$ cat src/rtl/dsp_mac_sequencer_if.sv
// rtl/dsp_mac_sequencer_if.sv - operand stream, result and DSP48A1 slice bundle
// slave is the sequencer side; master is the producer/consumer/slice side.
interface dsp_mac_sequencer_if;
   logic        s_valid;
   logic        s_ready;
   logic [17:0] s_a;
   logic [17:0] s_b;

   logic [17:0] dsp_a;
   logic [17:0] dsp_b;
   logic [7:0]  dsp_opmode;
   logic        dsp_cep;
   logic [47:0] dsp_p;

   logic        res_valid;
   logic        res_ready;
   logic [47:0] res_data;

   modport slave (
      input  s_valid, s_a, s_b,
      output s_ready,
      output dsp_a, dsp_b, dsp_opmode, dsp_cep,
      input  dsp_p,
      output res_valid, res_data,
      input  res_ready
   );

   modport master (
      output s_valid, s_a, s_b,
      input  s_ready,
      input  dsp_a, dsp_b, dsp_opmode, dsp_cep,
      output dsp_p,
      input  res_valid, res_data,
      output res_ready
   );
endinterface

$ cat src/rtl/dsp_mac_sequencer.sv
// rtl/dsp_mac_sequencer.sv - sequences one DSP48A1 slice as an N-term dot-product MAC
// Per-pair control rides a 3-stage {valid, first} pipe so OPMODE/CEP line up with M and P.
module dsp_mac_sequencer #(
   parameter int LEN_W = 16
) (
   input  logic             CLK,
   input  logic             RST_N,
   input  logic             start,
   input  logic [LEN_W-1:0] cfg_len,
   input  logic             cfg_neg,
   input  logic             abort,
   output logic             busy,
   dsp_mac_sequencer_if.slave bus
);

   typedef enum logic [1:0] {
      IDLE   = 2'd0,
      RUN    = 2'd1,
      DRAIN  = 2'd2,
      RESULT = 2'd3
   } state_t;

   state_t           state;
   state_t           state_nxt;
   logic [LEN_W-1:0] remaining;
   logic [1:0]       drain_cnt;
   logic             neg_q;
   logic             first_q;
   logic             st0_valid;
   logic             st0_first;
   logic             st1_valid;
   logic [7:0]       opmode_nxt;
   logic             xfer;
   logic             start_acc;
   logic             drain_done;

   assign bus.s_ready   = (state == RUN) && (remaining != '0);
   assign xfer          = bus.s_valid && bus.s_ready;
   assign start_acc     = (state == IDLE) && start && !abort;
   assign drain_done    = (state == DRAIN) && (drain_cnt == 2'd3);
   assign busy          = (state != IDLE);
   assign bus.res_valid = (state == RESULT);

   always_ff @(posedge CLK or negedge RST_N) begin
      if (!RST_N) begin
         state <= IDLE;
      end else begin
         state <= state_nxt;
      end
   end

   always_comb begin
      state_nxt = state;
      if (abort) begin
         state_nxt = IDLE;
      end else begin
         case (state)
            IDLE:    if (start) state_nxt = (cfg_len == '0) ? RESULT : RUN;
            RUN:     if (xfer && (remaining == LEN_W'(1))) state_nxt = DRAIN;
            DRAIN:   if (drain_cnt == 2'd3) state_nxt = RESULT;
            RESULT:  if (bus.res_ready) state_nxt = IDLE;
            default: state_nxt = IDLE;
         endcase
      end
   end

   // First pair of a job uses Z=0 so any stale P (e.g. after abort) is discarded.
   always_comb begin
      opmode_nxt = 8'h00;
      if (st0_valid) begin
         opmode_nxt = st0_first ? 8'h01 : 8'h09;
         opmode_nxt[7] = neg_q;
      end
   end

   always_ff @(posedge CLK or negedge RST_N) begin
      if (!RST_N) begin
         remaining      <= '0;
         drain_cnt      <= 2'd0;
         neg_q          <= 1'b0;
         first_q        <= 1'b0;
         st0_valid      <= 1'b0;
         st0_first      <= 1'b0;
         st1_valid      <= 1'b0;
         bus.dsp_opmode <= 8'h00;
         bus.dsp_cep    <= 1'b0;
         bus.dsp_a      <= 18'd0;
         bus.dsp_b      <= 18'd0;
         bus.res_data   <= 48'd0;
      end else begin
         if (xfer) begin
            bus.dsp_a <= bus.s_a;
            bus.dsp_b <= bus.s_b;
         end
         if (abort) begin
            remaining      <= '0;
            drain_cnt      <= 2'd0;
            first_q        <= 1'b0;
            st0_valid      <= 1'b0;
            st0_first      <= 1'b0;
            st1_valid      <= 1'b0;
            bus.dsp_opmode <= 8'h00;
            bus.dsp_cep    <= 1'b0;
         end else begin
            if (start_acc) begin
               remaining <= cfg_len;
               neg_q     <= cfg_neg;
               first_q   <= 1'b1;
            end else if (xfer) begin
               remaining <= remaining - LEN_W'(1);
               first_q   <= 1'b0;
            end
            drain_cnt      <= (state == DRAIN) ? drain_cnt + 2'd1 : 2'd0;
            st0_valid      <= xfer;
            st0_first      <= xfer && first_q;
            st1_valid      <= st0_valid;
            bus.dsp_opmode <= opmode_nxt;
            bus.dsp_cep    <= st1_valid;
            if (start_acc && (cfg_len == '0)) begin
               bus.res_data <= 48'd0;
            end else if (drain_done) begin
               bus.res_data <= bus.dsp_p;
            end
         end
      end
   end

endmodule
$ cat src/flat_wrapper.sv
// flat-port wrapper written by rule: the top's interface ports become plain ports
module dsp_mac_sequencer_flat 
#(
   parameter int LEN_W = 16
)
  (CLK, RST_N, start, cfg_len, cfg_neg, abort, busy, bus_s_valid, bus_s_a, bus_s_b, bus_s_ready, bus_dsp_a, bus_dsp_b, bus_dsp_opmode, bus_dsp_cep, bus_dsp_p, bus_res_valid, bus_res_data, bus_res_ready);
  dsp_mac_sequencer_if bus_i ();
  input  logic CLK;
  input  logic RST_N;
  input  logic start;
  input  logic [LEN_W-1:0] cfg_len;
  input  logic cfg_neg;
  input  logic abort;
  output logic busy;
  input wire logic [$bits(bus_i.s_valid)-1:0] bus_s_valid;
  input wire logic [$bits(bus_i.s_a)-1:0] bus_s_a;
  input wire logic [$bits(bus_i.s_b)-1:0] bus_s_b;
  output wire logic [$bits(bus_i.s_ready)-1:0] bus_s_ready;
  output wire logic [$bits(bus_i.dsp_a)-1:0] bus_dsp_a;
  output wire logic [$bits(bus_i.dsp_b)-1:0] bus_dsp_b;
  output wire logic [$bits(bus_i.dsp_opmode)-1:0] bus_dsp_opmode;
  output wire logic [$bits(bus_i.dsp_cep)-1:0] bus_dsp_cep;
  input wire logic [$bits(bus_i.dsp_p)-1:0] bus_dsp_p;
  output wire logic [$bits(bus_i.res_valid)-1:0] bus_res_valid;
  output wire logic [$bits(bus_i.res_data)-1:0] bus_res_data;
  input wire logic [$bits(bus_i.res_ready)-1:0] bus_res_ready;
  assign bus_i.s_valid = bus_s_valid;
  assign bus_i.s_a = bus_s_a;
  assign bus_i.s_b = bus_s_b;
  assign bus_s_ready = bus_i.s_ready;
  assign bus_dsp_a = bus_i.dsp_a;
  assign bus_dsp_b = bus_i.dsp_b;
  assign bus_dsp_opmode = bus_i.dsp_opmode;
  assign bus_dsp_cep = bus_i.dsp_cep;
  assign bus_i.dsp_p = bus_dsp_p;
  assign bus_res_valid = bus_i.res_valid;
  assign bus_res_data = bus_i.res_data;
  assign bus_i.res_ready = bus_res_ready;
  dsp_mac_sequencer #(.LEN_W(LEN_W)) u_core (.CLK(CLK), .RST_N(RST_N), .start(start), .cfg_len(cfg_len), .cfg_neg(cfg_neg), .abort(abort), .busy(busy), .bus(bus_i));
endmodule
$ cat config.mk
export PLATFORM = sky130hd
export DESIGN_NAME = dsp_mac_sequencer_flat
export DESIGN_NICKNAME = d
export VERILOG_FILES = /design/src/rtl/dsp_mac_sequencer_if.sv /design/src/rtl/dsp_mac_sequencer.sv /design/src/flat_wrapper.sv
export SDC_FILE = /design/constraint.sdc
export NUM_CORES = 1
export LEC_CHECK = 0
export ABC_AREA = 1
export ABC_CLOCK_PERIOD_IN_PS = 2670
export CAP_MARGIN = 10
export CORE_UTILIZATION = 55
export CTS_BUF_LIST = sky130_fd_sc_hd__clkbuf_16
export DETAILED_ROUTE_END_ITERATION = 12
export DONT_BUFFER_PORTS = 1
export GPL_ROUTABILITY_DRIVEN = 0
export HOLD_SLACK_MARGIN = 0.12
export MAX_ROUTING_LAYER = met4
export PLACE_DENSITY = 0.68
export REMOVE_ABC_BUFFERS = 1
export SLEW_MARGIN = 20
export SYNTH_ARGS = -nofsm -noshare
export SYNTH_HDL_FRONTEND = slang
export SYNTH_SLANG_ARGS = --single-unit
$ cat constraint.sdc
create_clock -name CLK -period 2.67 [get_ports CLK]
set_input_delay 0.267 -clock CLK [delete_from_list [all_inputs] [get_ports CLK]]
set_output_delay 0.267 -clock CLK [all_outputs]
set_load 0.02 [all_outputs]
==> flow_summary.json <==
{
  "antenna_found_initial": 0,
  "design_area_sq_mm": 0.006629,
  "clock.fmax_ghz": 0.4533,
  "cts_sinks": 112,
  "nets": 821,
  "track_usage_pct": 27.43,
  "min_period_ns": 2.206,
  "highest_layer": "met4",
  "diodes": 0,
  "path_depth": 9,
  "cts_resized": 0,
  "synth_seq_cells": 112,
  "crit_slowest_cell": "buf_4",
  "syn_inst": 630,
  "clock-root-buffer": "clkbuf_16",
  "synthTopCellsByArea": "dfrtp_1 (52%), nand3_1 (10%), nand2_1 (9.3%)",
  "rsz0062_at_grt": "no",
  "htreeDepth": 3,
  "slew_headroom_pct": 43.27,
  "portBuffers": 0,
  "cts_tree": "done",
  "dr_total_vias": 4488,
  "wl_met3_um": 1068,
  "crit_required_ns": 2.95,
  "die_h_um": 101.3,
  "std_cell_rows": 35,
  "drive_gt1_share_pct": 12.54,
  "r2r_cells": 9,
  "synth_top_area_cell": "dfrtp_1",
  "clock_latency_ns": 0.35,
  "setup_tns_ns": 0,
  "crit_path_start_kind": "register",
  "io-pin-count": 203,
  "dp_worst_setup_slack_ns": 0.5676,
  "violations": "hold timing",
  "finalSetupViolations": 0,
  "numCtsBuffers": 9,
  "post-dp-hpwl_um": 8180,
  "grt_pass1_vias": 4370,
  "dpl_cell_area_sq_mm": 0.005446,
  "worst_pin_slew_ns": 0.8510,
  "mappedNetlistArea_sq_mm": 0.005426,
  "dr.pass1.iters": 5,
  "path_clk_slew_ns": 0.08,
  "grt_overflow": 0,
  "p_leak_nw": 3.441,
  "cp_top_family": "buffers and inverters",
  "avgSynthCellArea_sq_um": 8.613,
  "grt_max_degree": 113,
  "grt_first_pass_wirelength_um": 21070,
  "post-route-period-util_pct": 82.63,
  "yosysSeqAreaShare_pct": 51.65,
  "yosys_warnings": 0,
  "dieArea_sq_mm": 0.01027,
  "m1WireLength_um": 5248,
  "worst_hold_path_type": "primary input to async pin",
  "die_width_um": 101.3,
  "crit_buf_inv": 3,
  "drtIter0Drc": 217,
  "start_util_pct": 57.63,
  "cts_setup_buffers": 0,
  "wl_met2_um": 6936,
  "outcome": "finished with violations",
  "crit_arrival_ns": 2.49,
  "p_total_w": 0.005888,
  "slew_viol_final": 0,
  "coreArea_sq_mm": 0.009415,
  "ctsHoldBuffers": 90,
  "p_per_area_mw_per_mm2": 888.3,
  "via_per_inst": 5.349,
  "hold_viol": 112,
  "area_growth_pct": 22.16,
  "worst-path-max-fanout": 96,
  "crit_type": "register to register",
  "r2r_end": "u_core.bus.res_data[4]",
  "r2r-start": "u_core.state[0]",
  "end_kind": "register",
  "critPathMaxStageDelay_ns": 0.65,
  "reg2reg_slack_ns": 0.46,
  "drt-wirelength-per-cell_um": 16.01,
  "fin_skew_ns": 0.01063,
  "cts_buffer_depth": 2,
  "antenna_left": 0,
  "worst_slack_ns": 0.4638,
  "hold_slack_ns": -0.3934,
  "ir_drop_mv": 0.5553,
  "route.detailed.drc": 0,
  "netlist.area_leader.share_pct": 51.65,
  "routed_wl_um": 13430,
  "cap_viol_max_count": 0,
  "ys_types": 36,
  "critical_path.cell_chain": "inv_1, ha_1, nand2_1, nor2_2, buf_4, nand3_2, buf_4, nand3_1, nand2_1"
}
[cell families (layout without fill, tap and decap cells)]
kind of cell,Yosys count,count (layout),share of synthesized area (%)
AOI/OAI and AO/OA,72,72,9.177
xor gates and xnor gates,3,3,0.4843
adders and majority gates,9,9,2.075
buffers and inverters,108,184,9.177
DFF,112,112,51.65
other,1,5,0.06911
and+or+nand+nor,325,325,27.37
[how the worst max path moves through the flow]
stage	start	end	slack, ns
floorplan	u_core.state[0]	u_core.bus.res_data[0]	-0.59
CTS	u_core.state[0]	u_core.bus.res_data[8]	0.55
finish	u_core.state[0]	u_core.bus.res_data[4]	0.46
global placement	u_core.state[0]	u_core.bus.res_data[8]	0.66
detailed placement	u_core.state[0]	u_core.bus.res_data[2]	0.57
global route	u_core.state[0]	u_core.bus.res_data[4]	0.28
[final cells by class]
| class | count | area (sq um) |
|---|---|---|
| Timing Repair Buffer | 97 | 965.9 |
| Multi-Input combinational cell | 414 | 2151 |
| Clock buffer | 9 | 225.2 |
| Sequential cell | 112 | 2803 |
| Clock inverter | 7 | 56.30 |
| Tap cell | 129 | 161.4 |
| Inverter | 71 | 266.5 |
| Fill cell | 733 | 2786 |
[metrics by stage]
step,instances,util [%]
after detailed placement,733,57.85
final,839,70.41
after floorplan,597,-
after global placement,733,57.85
after global routing,839,70.41
after CTS,839,70.41
[where the power goes]
| group | internal (W) | switching (W) |
|---|---|---|
| clock network | 0.000644 | 0.000637 |
| registers | 0.00207 | 0.000670 |
| logic | 0.000743 | 0.00112 |
| total | 0.00346 | 0.00243 |
[per-layer routing]
layer	vias up	track usage, %
li1	2146	-
met1	2137	32.85
met2	188	45.16
met3	17	8.213
met4	0	7.469
met5	-	-
[sequential cells by signal (all words and copies together), names as in the netlist, 2 cells and up]
name,cells
u_core.bus.dsp_opmode,3
u_core.bus.dsp_b,18
u_core.drain_cnt,2
u_core.remaining,16
u_core.bus.dsp_a,18
u_core.state,2
u_core.bus.res_data,48
[cell usage in the layout (no fill, tap or decap), types with 2 or more instances in the layout]
master and instances:
o22ai_1 4, nor3_1 3, o211ai_1 3, nand3_2 2, nor2_1 40, clkinv_2 2
o21ai_1 3, nand2_2 23, o21bai_1 2, buf_4 6, inv_1 70, nor2_2 7
dfrtp_1 112, nand4_1 2, a21oi_1 7, clkbuf_16 9, inv_6 2, ha_1 9
nand3_1 108, o21ai_0 20, nand2_1 134, nand3b_1 2, dlygate4sd3_1 90, nor2_4 2
conb_1 5, o21ai_2 30, xnor2_1 3
[synthesized netlist by cell type]
cell and instances:
buf_2 14, buf_6 1, nand3b_1 2, nor2_1 40
o21bai_1 2, o22ai_1 4, buf_12 2, o21ai_2 30
nor3_1 3, o21ai_0 20, clkbuf_1 11, o32ai_1 1
ha_1 9, o21ai_1 3, a21boi_0 1, xnor2_1 3
nor2_2 7, dfrtp_1 112, nand2_4 1, a21oi_1 7
inv_2 1, inv_1 69, buf_8 1, nand2_2 23
nand3_4 1, clkinv_1 1, nand4_1 2, nand3_1 110
conb_1 1, nor2_4 2, nand2_1 134, buf_4 6
o211ai_1 3, a31oi_1 1, buf_1 1, clkbuf_2 1
Power figures use the tool's default switching activity.
